`src/rtl/fetch_stage_pkg.sv`:
```
// Shared constants and helpers for the fetch stage and its F/D register.
package fetch_stage_pkg;

  localparam logic [31:0] EXC_INIT = 32'h0000_4180;
  localparam logic [31:0] PC_INIT  = 32'h0000_3000;
  localparam logic [31:0] IM_LO    = 32'h0000_3000;
  localparam logic [31:0] IM_HI    = 32'h0000_6FFC;
  localparam logic [4:0]  EXC_ADEL = 5'd4;
  localparam logic [4:0]  EXC_NONE = 5'd0;

  // Fetch address error: misaligned or outside instruction memory.
  function automatic logic is_adel(input logic [31:0] pc);
    return (pc[1:0] != 2'b00) || (pc < IM_LO) || (pc > IM_HI);
  endfunction

endpackage

```
`src/rtl/fetch_stage_fd_reg.sv`:
```
// F/D pipeline register: reset > flush > stall hold > squash > capture.
module fd_reg
  import fetch_stage_pkg::*;
#(
  parameter logic [31:0] FLUSH_PC = EXC_INIT
) (
  input  logic        clk,
  input  logic        reset,
  input  logic        flush_i,
  input  logic        stall_i,
  input  logic        squash_i,
  input  logic        bd_i,
  input  logic        adel_i,
  input  logic [31:0] instr_i,
  input  logic [31:0] pc_i,
  output logic [31:0] instr_o,
  output logic [31:0] pc_o,
  output logic [4:0]  exc_o,
  output logic        bd_o
);

  logic [31:0] instr_q, instr_d;
  logic [31:0] pc_q, pc_d;
  logic [4:0]  exc_q, exc_d;
  logic        bd_q, bd_d;

  always_comb begin
    instr_d = instr_q;
    pc_d    = pc_q;
    exc_d   = exc_q;
    bd_d    = bd_q;
    if (flush_i) begin
      instr_d = 32'd0;
      pc_d    = FLUSH_PC;
      exc_d   = EXC_NONE;
      bd_d    = 1'b0;
    end else if (!stall_i) begin
      if (squash_i) begin
        // The slot behind an eret becomes a bubble that still carries its PC.
        instr_d = 32'd0;
        pc_d    = pc_i;
        exc_d   = EXC_NONE;
        bd_d    = 1'b0;
      end else begin
        instr_d = adel_i ? 32'd0 : instr_i;
        pc_d    = pc_i;
        exc_d   = adel_i ? EXC_ADEL : EXC_NONE;
        bd_d    = bd_i;
      end
    end
  end

  always_ff @(posedge clk) begin
    if (reset) begin
      instr_q <= 32'd0;
      pc_q    <= PC_INIT;
      exc_q   <= EXC_NONE;
      bd_q    <= 1'b0;
    end else begin
      instr_q <= instr_d;
      pc_q    <= pc_d;
      exc_q   <= exc_d;
      bd_q    <= bd_d;
    end
  end

  assign instr_o = instr_q;
  assign pc_o    = pc_q;
  assign exc_o   = exc_q;
  assign bd_o    = bd_q;

endmodule

```
`src/rtl/fetch_stage.sv`:
```
// MIPS fetch stage: PC register, next-PC select, AdEL check and F/D register.
// Optional FETCH_STAT_EN adds fetch_cnt / stall_cnt statistics outputs.
module fetch_stage
  import fetch_stage_pkg::*;
(
  input  logic        clk,
  input  logic        reset,
  input  logic        stall,
  input  logic        req,
  input  logic        eret_D,
  input  logic        bd_in,
  input  logic [31:0] npc,
  input  logic [31:0] instr_F,
  output logic [31:0] pc_F,
  output logic [31:0] instr_D,
  output logic [31:0] pc_D,
  output logic [4:0]  excCode_D,
`ifdef FETCH_STAT_EN
  output logic [31:0] fetch_cnt,
  output logic [31:0] stall_cnt,
`endif
  output logic        bd_D
);

  logic [31:0] pc_q, pc_d;
  logic        adel_F;

  // An exception request redirects even while the hazard unit stalls.
  always_comb begin
    pc_d = pc_q;
    if (req)
      pc_d = npc;
    else if (!stall)
      pc_d = (npc != 32'd0) ? npc : pc_q + 32'd4;
  end

  always_ff @(posedge clk) begin
    if (reset) pc_q <= PC_INIT;
    else       pc_q <= pc_d;
  end

  assign pc_F   = pc_q;
  assign adel_F = is_adel(pc_q);

  fd_reg #(.FLUSH_PC(EXC_INIT)) u_fd_reg (
    .clk      (clk),
    .reset    (reset),
    .flush_i  (req),
    .stall_i  (stall),
    .squash_i (eret_D),
    .bd_i     (bd_in),
    .adel_i   (adel_F),
    .instr_i  (instr_F),
    .pc_i     (pc_q),
    .instr_o  (instr_D),
    .pc_o     (pc_D),
    .exc_o    (excCode_D),
    .bd_o     (bd_D)
  );

`ifdef FETCH_STAT_EN
  logic [31:0] fetch_cnt_q, fetch_cnt_d;
  logic [31:0] stall_cnt_q, stall_cnt_d;

  always_comb begin
    fetch_cnt_d = fetch_cnt_q;
    stall_cnt_d = stall_cnt_q;
    if (!req && !stall && !eret_D && !adel_F) fetch_cnt_d = fetch_cnt_q + 32'd1;
    if (stall && !req)                        stall_cnt_d = stall_cnt_q + 32'd1;
  end

  always_ff @(posedge clk) begin
    if (reset) begin
      fetch_cnt_q <= 32'd0;
      stall_cnt_q <= 32'd0;
    end else begin
      fetch_cnt_q <= fetch_cnt_d;
      stall_cnt_q <= stall_cnt_d;
    end
  end

  assign fetch_cnt = fetch_cnt_q;
  assign stall_cnt = stall_cnt_q;
`endif

endmodule

```
`config.mk`:
```
export PLATFORM = sky130hd
export DESIGN_NAME = fetch_stage
export DESIGN_NICKNAME = d
export VERILOG_FILES = /design/src/rtl/fetch_stage_pkg.sv /design/src/rtl/fetch_stage_fd_reg.sv /design/src/rtl/fetch_stage.sv
export SDC_FILE = /design/constraint.sdc
export NUM_CORES = 1
export LEC_CHECK = 0
export CORE_AREA = 3 3 116 107
export DETAILED_ROUTE_END_ITERATION = 7
export DIE_AREA = 0 0 119 110
export PLACE_DENSITY = 0.76
export SETUP_SLACK_MARGIN = 0.4
export SKIP_CTS_REPAIR_TIMING = 1
export SLEW_MARGIN = 20
export SYNTH_ARGS = -nofsm -noshare
export SYNTH_HDL_FRONTEND = slang
export SYNTH_SLANG_ARGS = --single-unit
```
`constraint.sdc`:
```
create_clock -name clk -period 2.1 [get_ports clk]
set_input_delay 0.21 -clock clk [delete_from_list [all_inputs] [get_ports clk]]
set_output_delay 0.21 -clock clk [all_outputs]
set_load 0.02 [all_outputs]
```
==> run metrics <==
WL final=18500 um; Area Growth Syn to Fin=77.3%; GRT Residual Overflow=0; post-synth cell types=48; Pleak=around 3.2 nW; crit path kind=reg2reg; Post-DRT Antenna Nets=0; Synth top area share=0.437; Critical R2R Launch=pc_F[2]; DRT iter0 DRCs=about 560; CTS root buf=clkbuf_16; Synth Flop Type=dfxtp_1; slack of the worst reg-to-reg path=approximately 70 ps; Vias/cell=5.87; Fill cells=820; final worst path period need=about 2000 ps; Worst EP arrival=2260 ps; largest net degree at the start of global routing=49; dpl cell area=6790 um^2; CTS tree=done; maximum buffer depth of the clock tree=2; Die Footprint=13100 um^2; fin nets=819; core region area=roughly 11000 um^2; Reg2Reg Capture Point=pc_F[14]; H-tree levels=3; GRT Overall Usage=0.235; mapped cell area=roughly 4500 um^2; number of global-route vias before repair=4621; critical-path cell list=ha_4 > nand4_1 > buf_4 > or4_4 > and2_4 > o21ai_2 > a31oi_1; post-synthesis register bit count=roughly 100; clock edge transition at the registers on the reported setup and hold paths=70 ps; Final Hold Fails=0; largest delay contributor family on the critical path=simple AND/OR/NAND/NOR gates; final design utilization=0.701; sequential cell area fraction in the yosys report=0.437; number of stages on the worst setup path=7; worst hold path type=in2reg; Hold Path Sink=pc_F[1]; CP max-delay cell=or4_4; number of synthesized flops with an enable pin=0; CP Launch Type=flip-flop; top post-synthesis cells by count=dfxtp_1 (98), nor2_1 (82), mux2i_1 (38); asr flop ratio synth=0; sequential cell area=2030 um^2; vias post-DR=5339; Peak supply drop=0.466 mV; Syn Area/Cell=~8.5 um^2; dominant cell by count in the synthesized netlist=dfxtp_1; Rel. slew slack=0.647; crit path max fanout=6; Clock Skews=7.26 ps; final setup vio count=0; final clock period utilization by the worst path=0.967; antenna diode count=0; Worst Max-Slew Pin Slew=529 ps; Finished Layout Cells=909; Chip Height=110 um; CTS Sinks=98; run status=completed; post-DR wirelength/cell=roughly 20 um; clock latency on the worst-skew pair=approximately 340 ps; r2r worst-path depth=7; hpwl dp=roughly 12000 um; slowest stage delay, CP=~520 ps; max-cap violations=0; I/O pin count=~170; Initial Utilization=0.396; Num CTS Buffers=9; Hold Startpoint=npc[1]; CP bufs+invs=1; Area contributors post-synth=dfxtp_1 (44%), mux2i_1 (8.5%), nor2_1 (6.9%), a22oi_1 (5.5%), nor4_1 (3.2%); Final Max Tran Viols=0; Req. time, crit path=2330 ps; Max Clk Rate=between 400 and 500 MHz; Setup crit end kind=flip-flop; die width=between 100 and 150 um; site row count=37; RePlAce Congestion=~0.9; first-pass GRT wire length=roughly 25000 um; initial antenna violation count=0; fin area=between 7000 and 8000 um^2; hold depth=3; area used by multi-input combinational logic=a little under 3000 um^2; Mapped Cells=525; drc violations=0; largest area contributor in the netlist=dfxtp_1; RSZ-0062 raised after global routing=yes; Placed Cells=about 860; share of cells above drive strength 1=0.297; Ys Warns=0; Pwr Density=roughly 580 nW/um^2; input/output buffers=~170; drt pass-1 iters=5
-- per-layer routing --
layer  global-route usage  share of wire
met1                0.299           0.39
met2                0.404           0.48
met3               0.0434          0.093
met4               0.0811          0.035
met5                    0              0
-- registers in the layout (all words and copies together), names as in the netlist --
signal            cells
u_fd_reg.pc_o        32
u_fd_reg.exc_o        1
u_fd_reg.instr_o     32
pc_F                 32
u_fd_reg.bd_o         1
-- worst reg2reg max path, cell delays in order (launching register included) --
cell and delay, ps:
dfxtp_4 390, ha_4 160, nand4_1 240, buf_4 240
or4_4 520, and2_4 160, o21ai_2 130, a31oi_1 80
-- power breakdown --
part,internal [mW],total (mW),switching [mW]
registers,1.92,2.01,0.0927
logic,0.381,0.780,0.398
clock network,1.11,1.81,0.701
-- worst max-delay path by stage --
stage | start | to | slack (ps)
finish | pc_F[2] | pc_F[14] | 70
global route | pc_F[2] | pc_F[14] | 7
CTS | npc[0] | pc_F[30] | 9
detailed placement | npc[0] | pc_F[30] | -330
global placement | npc[0] | pc_F[30] | -310
floorplan | pc_F[2] | pc_F[30] | 220
-- cells in the final DEF, fill, tap and decap left out, types with 5 or more instances in the layout --
master	synthesis	final
clkdlybuf4s50_1	0	128
dfxtp_1	98	73
nor4_2	0	5
a31oi_1	12	11
dfxtp_2	0	11
nor2_1	82	80
nand3_1	24	18
clkbuf_2	0	8
dlymetal6s2s_1	0	27
nand2_1	21	19
nand4_1	15	15
dfxtp_4	0	14
nor3_1	15	9
or4_1	9	6
inv_1	9	9
nand2b_1	6	6
a22oi_2	0	32
and3_1	7	7
a211oi_1	9	9
clkbuf_16	0	11
buf_4	4	68
a21oi_1	16	14
nor2b_1	6	5
nor4_4	1	10
nor4_1	23	9
o21ai_0	14	12
buf_6	2	11
buf_12	0	5
mux2i_1	38	38
-- kinds of logic (layout without fill, tap and decap cells) --
logic type               count (synthesis)  count (layout)  synth area share
adder cells (fa/ha/maj)                  1               1           0.00279
AO/OA/AOI/OAI                          100             100             0.150
buffers and inverters                   54             278            0.0519
XOR/XNOR                                 1               1           0.00195
other                                    1               4          0.000836
AND/OR/NAND/NOR                        231             232             0.268
multiplexers                            39              39            0.0873
flip-flops                              98              98             0.437
-- metrics by stage --
stage | power (mW) | hold slack [ps] | worst slack (ps) | setup TNS [ps]
finish | 4.60 | 167 | 69.5 | 0
global route | 4.74 | 179 | 6.64 | 0
CTS | 4.52 | 317 | 8.66 | 0
detailed placement | 2.74 | 481 | -333 | -6350
global placement | 2.73 | 477 | -308 | -4980
floorplan | 2.35 | 354 | 220 | 0
-- final cells by class --
cell class	instances	share of cell area
clock buffer	14	0.0332
clock inverter	2	0.00755
inverter	9	0.00425
multi-input combinational	377	0.363
sequential	98	0.255
tap	156	0.0245
timing repair buffer	253	0.312
(Power assumes the default switching activity.)
